**src/rtl/mem_arb_pkg.sv**
```systemverilog
// Shared definitions for the two-port memory arbiter: default widths, the
// starvation counter width and the read-owner state enumeration.
package mem_arb_pkg;

  localparam int unsigned AW_DEFAULT = 9;
  localparam int unsigned DW_DEFAULT = 16;

  // Width of the port 1 starvation counter; MAX_WAIT must fit in it.
  localparam int unsigned WAIT_W = 4;

  // Owner of the read currently in flight to the RAM.
  typedef enum logic [1:0] {
    IDLE,
    RD0,
    RD1
  } owner_e;

endpackage

```
**src/rtl/mem_arbiter.sv**
```systemverilog
// Two-port arbiter in front of a single-port RAM with a registered read
// path. One access is granted per cycle; read data returns one cycle after
// the grant to the port that issued it.
//
// Build option: define ARB_ROUND_ROBIN_EN to replace fixed priority (port 0
// first, port 1 forced after MAX_WAIT denials) with round-robin arbitration.
module mem_arbiter
  import mem_arb_pkg::*;
#(
  parameter int unsigned AW       = AW_DEFAULT,
  parameter int unsigned DW       = DW_DEFAULT,
  parameter int unsigned MAX_WAIT = 4
) (
  input  logic          clk,
  input  logic          reset,

  input  logic          p0_req,
  input  logic          p0_we,
  input  logic [AW-1:0] p0_addr,
  input  logic [DW-1:0] p0_wdata,
  output logic          p0_gnt,
  output logic [DW-1:0] p0_rdata,
  output logic          p0_rvalid,

  input  logic          p1_req,
  input  logic          p1_we,
  input  logic [AW-1:0] p1_addr,
  input  logic [DW-1:0] p1_wdata,
  output logic          p1_gnt,
  output logic [DW-1:0] p1_rdata,
  output logic          p1_rvalid,

  output logic [AW-1:0] ram_addr,
  output logic          ram_we,
  output logic [DW-1:0] ram_wdata,
  input  logic [DW-1:0] ram_rdata
);

  logic          gnt0, gnt1;
  owner_e        owner_q;
  logic [DW-1:0] hold0_q, hold1_q;

`ifdef ARB_ROUND_ROBIN_EN

  // 1 means port 1 received the most recent grant.
  logic last_q;

  // Round-robin grant: on contention the port not granted last wins.
  always_comb begin
    gnt1 = ~reset & p1_req & (~p0_req | ~last_q);
    gnt0 = ~reset & p0_req & ~gnt1;
  end

  // Remember which port was granted last; reset favours port 0 next.
  always_ff @(posedge clk) begin
    if (reset) begin
      last_q <= 1'b1;
    end else if (gnt0) begin
      last_q <= 1'b0;
    end else if (gnt1) begin
      last_q <= 1'b1;
    end
  end

`else

  logic [WAIT_W-1:0] wait_q;
  logic              force_p1;

  assign force_p1 = (wait_q == WAIT_W'(MAX_WAIT));

  // Fixed priority grant: port 0 wins unless port 1 has starved too long.
  always_comb begin
    gnt1 = ~reset & p1_req & (~p0_req | force_p1);
    gnt0 = ~reset & p0_req & ~gnt1;
  end

  // Count consecutive denied port 1 requests; it cannot pass MAX_WAIT since
  // reaching it forces a grant.
  always_ff @(posedge clk) begin
    if (reset || !p1_req || gnt1) begin
      wait_q <= '0;
    end else begin
      wait_q <= wait_q + WAIT_W'(1);
    end
  end

`endif

  // Route the granted port onto the RAM bus; idle bus drives zeros.
  always_comb begin
    p0_gnt    = gnt0;
    p1_gnt    = gnt1;
    ram_addr  = '0;
    ram_we    = 1'b0;
    ram_wdata = '0;
    if (gnt0) begin
      ram_addr  = p0_addr;
      ram_we    = p0_we;
      ram_wdata = p0_wdata;
    end else if (gnt1) begin
      ram_addr  = p1_addr;
      ram_we    = p1_we;
      ram_wdata = p1_wdata;
    end
  end

  // Owner FSM: records which port's read is returning next cycle.
  always_ff @(posedge clk) begin
    if (reset) begin
      owner_q <= IDLE;
    end else if (gnt0 && !p0_we) begin
      owner_q <= RD0;
    end else if (gnt1 && !p1_we) begin
      owner_q <= RD1;
    end else begin
      owner_q <= IDLE;
    end
  end

  // Read return decode; reset squashes a read that is still in flight.
  always_comb begin
    p0_rvalid = ~reset & (owner_q == RD0);
    p1_rvalid = ~reset & (owner_q == RD1);
    p0_rdata  = reset ? '0 : (p0_rvalid ? ram_rdata : hold0_q);
    p1_rdata  = reset ? '0 : (p1_rvalid ? ram_rdata : hold1_q);
  end

  // Keep the last returned word per port so rdata holds between returns.
  always_ff @(posedge clk) begin
    if (reset) begin
      hold0_q <= '0;
      hold1_q <= '0;
    end else begin
      if (p0_rvalid) hold0_q <= ram_rdata;
      if (p1_rvalid) hold1_q <= ram_rdata;
    end
  end

endmodule

```
**config.mk**
```make
export PLATFORM = sky130hd
export DESIGN_NAME = mem_arbiter
export DESIGN_NICKNAME = d
export VERILOG_FILES = /design/src/rtl/mem_arb_pkg.sv /design/src/rtl/mem_arbiter.sv
export SDC_FILE = /design/constraint.sdc
export NUM_CORES = 1
export LEC_CHECK = 0
export CORE_MARGIN = 4
export CORE_UTILIZATION = 33
export CTS_BUF_LIST = sky130_fd_sc_hd__clkbuf_4 sky130_fd_sc_hd__clkbuf_8 sky130_fd_sc_hd__clkbuf_16
export CTS_CLUSTER_DIAMETER = 150
export CTS_CLUSTER_SIZE = 20
export DETAILED_ROUTE_END_ITERATION = 10
export PLACE_DENSITY = 0.81
export SLEW_MARGIN = 20
export SYNTH_ARGS = -nofsm -noshare
export SYNTH_HDL_FRONTEND = slang
export SYNTH_SLANG_ARGS = --single-unit
```
**constraint.sdc**
```tcl
create_clock -name clk -period 2.84 [get_ports clk]
set_input_delay 0.852 -clock clk [delete_from_list [all_inputs] [get_ports clk]]
set_output_delay 0.852 -clock clk [all_outputs]
set_load 0.01 [all_outputs]
```
-- Word-level counts from Yosys, hierarchy flattened
Index checks and enable logic that the tools add are counted.
- bits in registers: 38
- equal/unequal tests: 3
- reduce and logical (&&, ||, !) cells: 8
- bitwise logic cells: 10
- add/sub/neg operators: 1
- mux-type cells: 12
- operators by type and width (kind ; count):
    $mux 16 ; 6
    $mux 9 ; 2
    $and 1x1->1 ; 6
    $add 4x1->4 const B ; 1
    $eq 4x3->1 const B ; 1
    $logic_not 1->1 ; 3
    $mux 1 ; 3
    $not 1->1 ; 3
    $eq 2x1->1 const B ; 1
    $eq 2x2->1 const B ; 1
    $logic_and 1x1->1 ; 2
    $logic_or 1x1->1 ; 2
    $mux 2 ; 1
    $reduce_or 2->1 ; 1
    $or 1x1->1 ; 1

-- Depth between registers and ports, before layout
Gate-level depths: netlist of run 1.
- depth after elaboration: 7
- gate-level depth with buffers: 7
- mapped depth without buffers: 5

-- Least setup slack after synthesis of run 1
No wires, ideal clock.
- kind: input to output
- start: in reset
- end: out ram_addr[0]
- data required time: 1.988 ns
- cell stages on the path: 6
- slack: 0.240 ns
- arrival time: 1.748 ns
- path buffers: 3
- path through: buf_2 -> inv_1 -> o211a_1 -> buf_4 -> buf_6 -> a22o_1
- longest elaborated chain between the ends: 6
- ends and longest elaborated chain (element ; line ; source):
    start, declared ; mem_arbiter.sv:15 ; input logic reset,
    $not 1->1 * ; mem_arbiter.sv:74, mem_arbiter.sv:75 ;
    $and 1x1->1 (2 in a row) ; mem_arbiter.sv:74 ; gnt1 = ~reset & p1_req & (~p0_req | force_p1);
    $not 1->1 ; mem_arbiter.sv:75 ; gnt0 = ~reset & p0_req & ~gnt1;
    $and 1x1->1 * ; mem_arbiter.sv:75 ;
    net p0_gnt ; mem_arbiter.sv:21 ; output logic p0_gnt,
    $mux 9 * ; mem_arbiter.sv:97 ; if (gnt0) begin
    end, declared ; mem_arbiter.sv:33 ; output logic [AW-1:0] ram_addr,
The timed path passes the listed nets; every way through them passes the cells marked *.

-- Worst setup path in the final report of run 1
- start: in ram_rdata[0]
- end: out p0_rdata[0]
- longest elaborated chain between the ends: 2
- ends and longest elaborated chain (element ; line ; source):
    start, declared ; mem_arbiter.sv:36 ; input logic [DW-1:0] ram_rdata
    $mux 16 (2 in a row) ; mem_arbiter.sv:125 ; p0_rdata = reset ? '0 : (p0_rvalid ? ram_rdata : hold0_q);
    end, declared ; mem_arbiter.sv:22 ; output logic [DW-1:0] p0_rdata,
No other way between the ends.

==> flow_summary.toml, run 1 <==
[flow_run]
cap_violations = 0

[clock_network]
cts-root-buf = "clkbuf_8"
clock_latency_ns = 0.29
cts_tree = "done"
htree_levels = 2
cts_hold_buf = 0
clockBufferDepth = 2
clk_pin_slew_worst_paths_ns = 0.07
clock-sinks = 38
cts_buffers = 5

[detailed_routing]
routedWlPerCell_um = 14.8
routed_wl_um = 6080
drtIter0Drc = 72
final_antenna_net_count = 0
firstDrtPassIters = 4
num_vias = 1971
via_per_inst = 4.81
drc = 0

[timing]
rsz0062_at_grt = "false"
fmaxAchievable_ghz = 0.364
fin_crit_ns = 2.75
hold_violations = 0
worst_slew_pin_slew_ns = 0.281
slew_viol_final = 0
setup_tns_ns = 0
fin_crit_sh_pct = 96.9
max_slew_margin_pct = 81.3
timing.final.ws_setup_ns = 0.0893
clock-skew-final_ns = 0.00554
setup_viol = 0

[floorplanning]
io_pins = 134
dieArea_sq_um = 6290
die_w_um = 79.3
chipHeight_um = 79.3
start_util_pct = 34.8
core_area_sq_um = 4820
rows = 25

[cells_and_area]
mostFrequentLayoutCells = "68 x clkdlybuf4s50_1, 64 x nand2_1, 38 x dfxtp_1"
utilization_pct = 65.4
layout.nets = 416
drive_gt1_share_pct = 17.5
area.growth.synth_to_final_pct = 88.0
final_common_cell = "clkdlybuf4s50_1"
diodes = 0
final.fill_count = 437

[global_route]
grt_pass1_vias = 1991
globalRoute.totalOverflow = 0
grt_max_degree = 23
grt.total_usage_pct = 19.2
grt_first_pass_wirelength_um = 9330
antenna_found_initial = 0

[logic_synthesis]
netlist_instances = 203
synth_area_sq_um = 1680
yosysSeqAreaShare_pct = 45.4
ys_types = 22
ys_ff_latch = 38
syn-num-nets = 277
avgSynthCellArea_sq_um = 8.26
ys_warn_count = 0

[worst_hold_path]
min_path_cells = 2
worstHoldStart = "hold0_q[6]$_DFF_P_"
min_path_type = "flip-flop to flip-flop"

[critical_path]
critPathMaxFanout = 2
required_ns = 1.99
max_stage_delay_ns = 0.49
cp_top_family = "buffers and inverters"
worstSetupPathDepth = 4
r2r_slack_ns = 1.45
cp_slowest_cell = "clkdlybuf4s50_1"
path_buf_inv = 2
crit_path_start = "ram_rdata[0]"
critical_path_class = "primary input to output port"
critical_path.endpoint_type = "output port"
rr_worst_depth = 7
crit_chain = "clkdlybuf4s50_1 > nand2_1 > a21oi_1 > clkdlybuf4s15_1"
cp-start-kind = "primary input"
cp.arrival_ns = 1.90
rr_startpoint = "wait_q[0]$_SDFF_PP0_"

[pwr]
p_leak_nw = 1.41
pwr_density_cell_nw_per_um2 = 384
peakVddDrop_v = 0.000161
total_power_mw = 1.21

[outcome]
status = "completed"

[placed_design]
hpwl_um = 4830
port_buffers = 133
pre_cts_ws_ns = -0.599
gp_congestion = 0.783
[what timing repair did]
action	4_1_cts	5_1_grt
setup buffers	2	0
cloned	2	0
pin swaps	2	3
endpoints found under the setup margin	62	24
endpoints found under the hold margin	0	0
resized for setup	126	25
[metrics by stage]
stage / std cells / hold slack [ns] / cell area (sq um)
2_1_floorplan: 203 / 0.430 / 1680
3_3_place_gp: 398 / 0.442 / 3130
3_5_place_dp: 398 / 0.450 / 3130
4_1_cts: 410 / 0.457 / 3230
5_1_grt: 410 / 0.479 / 3150
6_report: 410 / 0.456 / 3150
[logic make-up (layout without fill, tap and decap cells)]
kind of cell               count (synthesis)  in the layout  share of synthesized area, %
adders and majority gates                  2              2                          1.49
AOI/OAI and AO/OA                         60             60                          24.9
DFF                                       38             38                          45.4
xor gates and xnor gates                   2              2                          1.04
buffers and inverters                     22            162                          7.31
and+or+nand+nor                           79             79                          19.9
[path summary, 6_finish.rpt]
check                                              to
worst min register to register     hold0_q[6]$_DFF_P_
worst max-delay path                      p0_rdata[0]
worst min-delay path               hold0_q[6]$_DFF_P_
worst max register to register  owner_q[1]$_SDFF_PP0_
[cell usage after synthesis]
| master | number | area share, % |
|---|---|---|
| dfxtp_1 | 38 | 45 |
| and2b_1 | 1 | 0.45 |
| ha_1 | 2 | 1.5 |
| o211a_1 | 1 | 0.60 |
| nand2_1 | 64 | 14 |
| nor2_1 | 6 | 1.3 |
| buf_4 | 1 | 0.45 |
| clkbuf_1 | 4 | 0.90 |
| nand4_1 | 1 | 0.37 |
| inv_1 | 5 | 1.1 |
| a21oi_1 | 32 | 9.6 |
| buf_2 | 5 | 1.5 |
| nand3_1 | 1 | 0.30 |
| buf_6 | 4 | 2.7 |
| nand2b_1 | 2 | 0.75 |
| a211oi_4 | 1 | 1.2 |
| xor2_1 | 1 | 0.52 |
| a22o_1 | 26 | 14 |
| xnor2_1 | 1 | 0.52 |
| nor2b_1 | 3 | 1.1 |
| buf_1 | 3 | 0.67 |
| nand3b_4 | 1 | 1.2 |
[worst register-to-register path, stage by stage, from the launching register on]
cell and delay (ns):
dfxtp_1 0.34, inv_1 0.07, ha_1 0.19, nand3b_4 0.11, a211oi_4 0.25, buf_6 0.15
buf_16 0.13, and2b_1 0.12
[final cells by class]
| class | count | area (sq um) | share of cell area [%] |
|---|---|---|---|
| clock inverters | 1 | 5.00 | 0.159 |
| repair buffers | 149 | 1380 | 43.9 |
| flip-flops and latches | 38 | 761 | 24.1 |
| multi-input cells | 143 | 811 | 25.7 |
| inverters | 5 | 18.8 | 0.595 |
| clock buffers | 7 | 90.1 | 2.86 |
| well taps | 67 | 83.8 | 2.66 |
[power breakdown]
| part | leakage, nW | switching [mW] | internal (mW) |
|---|---|---|---|
| clock network | 0.0517 | 0.183 | 0.205 |
| registers | 0.308 | 0.00451 | 0.546 |
| logic | 1.05 | 0.107 | 0.166 |
| total | 1.41 | 0.294 | 0.917 |
[flip-flops by register name, indices dropped and copies added (netlist names)]
register and cells:
hold0_q 16, hold1_q 16, wait_q 4, owner_q 2
[layer usage]
layer | GRT usage, % | up-vias | routed length [um]
met5 | 0 | - | 0
met4 | 6.36 | 0 | 80
met3 | 8.05 | 9 | 674
met2 | 37.2 | 104 | 3190
met1 | 17.8 | 899 | 2140
li1 | - | 959 | -
(Power assumes the default switching activity.)
==> run 2: changes to the inputs <==
--- a/config.mk
+++ b/config.mk
@@ -5,13 +5,15 @@
 export SDC_FILE = /design/constraint.sdc
 export NUM_CORES = 1
 export LEC_CHECK = 0
+export CELL_PAD_IN_SITES_DETAIL_PLACEMENT = 1
+export CELL_PAD_IN_SITES_GLOBAL_PLACEMENT = 1
 export CORE_MARGIN = 4
-export CORE_UTILIZATION = 33
+export CORE_UTILIZATION = 22
 export CTS_BUF_LIST = sky130_fd_sc_hd__clkbuf_4 sky130_fd_sc_hd__clkbuf_8 sky130_fd_sc_hd__clkbuf_16
 export CTS_CLUSTER_DIAMETER = 150
 export CTS_CLUSTER_SIZE = 20
 export DETAILED_ROUTE_END_ITERATION = 10
-export PLACE_DENSITY = 0.81
+export PLACE_DENSITY_LB_ADDON = 0.1
 export SLEW_MARGIN = 20
 export SYNTH_ARGS = -nofsm -noshare
 export SYNTH_HDL_FRONTEND = slang
==> run 2 against run 1 <==
Sequential share of layout area is 0.53 points lower. Critical path type unchanged. Critical endpoint is now ram_addr[0]. Cell area increased by 2.3%. Sequential cell count unchanged. Via count up 1.0%. Largest cell class unchanged. Maximum frequency shrank 2.3%. Sequential power is essentially flat.
==> flow_summary.toml, run 2 (synthesis results as in run 1) <==
[outcome]
status = "completed"

[timing]
worst_slew_pin_slew_ns = 0.288
setup_viol = 0
fmaxAchievable_ghz = 0.355
fin_crit_ns = 2.81
max_slew_margin_pct = 80.8
slew_viol_final = 0
hold_violations = 0
fin_crit_sh_pct = 99.1
clock-skew-final_ns = 0.00719

[worst_hold_path]
min_path_cells = 2
worstHoldStart = "hold1_q[9]$_DFF_P_"
whs_endpoint = "hold1_q[9]$_DFF_P_"
min_path_type = "flip-flop to flip-flop"

[clock_network]
htree_levels = 2
cts_buffers = 5
clock_latency_ns = 0.28
cts_hold_buf = 0
clock-sinks = 38
clk_pin_slew_worst_paths_ns = 0.07
cts_tree = "done"
cts-root-buf = "clkbuf_8"
clockBufferDepth = 2

[global_route]
globalRoute.totalOverflow = 0
grt.total_usage_pct = 16.0
grt_pass1_vias = 2253
antenna_found_initial = 0
grt_first_pass_wirelength_um = 11000
grt_max_degree = 20

[pwr]
p_leak_nw = 1.41
peakVddDrop_v = 0.000146
pwr_density_cell_nw_per_um2 = 376

[floorplanning]
start_util_pct = 22.9
chipHeight_um = 95.3
io_pins = 134
rows = 31
dieArea_sq_um = 9080
die_w_um = 95.3
core_area_sq_um = 7330

[placed_design]
hpwl_um = 5570
port_buffers = 133
dp.cells = 432
gp_congestion = 0.767

[cells_and_area]
diodes = 0
final.fill_count = 863
drive_gt1_share_pct = 19.3
multi_input_comb_area_sq_um = 821
utilization_pct = 44.0
register_area_sq_um = 761
final_common_cell = "clkdlybuf4s50_1"
fin_cells = 447
area.growth.synth_to_final_pct = 92.2
mostFrequentLayoutCells = "70 x clkdlybuf4s50_1, 64 x nand2_1, 38 x dfxtp_1"
layout.nets = 421
reg.largest.list = "hold0_q: 16 flops, hold1_q: 16 flops, wait_q: 4 flops"

[detailed_routing]
drtIter0Drc = 32
routedWlPerCell_um = 16.1
firstDrtPassIters = 4
routed_wl_um = 7190
num_vias = 1991
final_antenna_net_count = 0
via_per_inst = 4.45
drc = 0

[critical_path]
critPathMaxFanout = 14
rr_worst_depth = 7
r2r_slack_ns = 1.42
r2r-end = "owner_q[1]$_SDFF_PP0_"
cp-start-kind = "primary input"
critical_path_class = "primary input to output port"
rr_startpoint = "wait_q[0]$_SDFF_PP0_"
critical_path.endpoint_type = "output port"
crit_path_start = "p0_req"
cp.arrival_ns = 1.96
required_ns = 1.99

[flow_run]
cap_violations = 0
## run 2: cell count changes in the layout (fill, tap and decap cells not counted), sizes merged
cell | before | now
clkbuf | 18 | 7
buf | 32 | 42
clkdlybuf4s15 | 3 | 7
clkdlybuf4s50 | 68 | 70
clkinvlp | 0 | 1
dlygate4sd2 | 35 | 34
## run 2: per-stage QoR
stage          setup WS (ns)  total power, mW  area (sq um)  setup TNS [ns]  hold WS, ns
2_1_floorplan          0.240            0.656          1680               0        0.430
3_3_place_gp          -0.640            0.856          3150          -30.93        0.450
3_5_place_dp          -0.642            0.858          3150          -31.54        0.451
4_1_cts             0.000895             1.24          3280               0        0.463
5_1_grt             -0.00479             1.28          3220        -0.00835        0.485
6_report              0.0253             1.21          3220               0        0.458
## run 2: how the worst max path moves through the flow
stage                        end  slack [ns]
floorplan            ram_addr[0]        0.24
global placement          ram_we       -0.64
detailed placement        ram_we       -0.64
CTS                 ram_wdata[2]      0.0009
global route        ram_wdata[5]      -0.005
finish               ram_addr[0]        0.03
## run 2: cell type report
| type | count | share of cell area (%) |
|---|---|---|
| multi-input cells | 143 | 25.5 |
| flip-flops and latches | 38 | 23.6 |
| inverters | 5 | 0.582 |
| clock buffers | 6 | 2.56 |
| well taps | 99 | 3.84 |
| clock inverters | 2 | 0.388 |
| repair buffers | 154 | 43.6 |
## run 2: critical path: stages
cell	delay [ns]
buf_2	0.14
a211oi_4	0.33
buf_6	0.17
buf_16	0.13
a22o_1	0.12
clkdlybuf4s15_2	0.22
## run 2: metal layers
| layer | track usage [%] | vias to the layer above | part of all wire (%) |
|---|---|---|---|
| li1 | - | 971 | - |
| met1 | 16.7 | 922 | 37 |
| met4 | 3.97 | 0 | 0.56 |
| met5 | 0 | - | 0 |
| met3 | 7.81 | 2 | 11 |
| met2 | 28.7 | 96 | 51 |
## run 2: power by group
part           switching, mW  internal, mW
combinational          0.112         0.166
clock                  0.188         0.195
sequential           0.00404         0.546
total                  0.304         0.907
## run 2: repair_timing
item	CTS	global route
pin swaps	5	2
setup endpoints to repair	62	21
buffers inserted	6	0
cloned	2	0
resized for setup	146	13
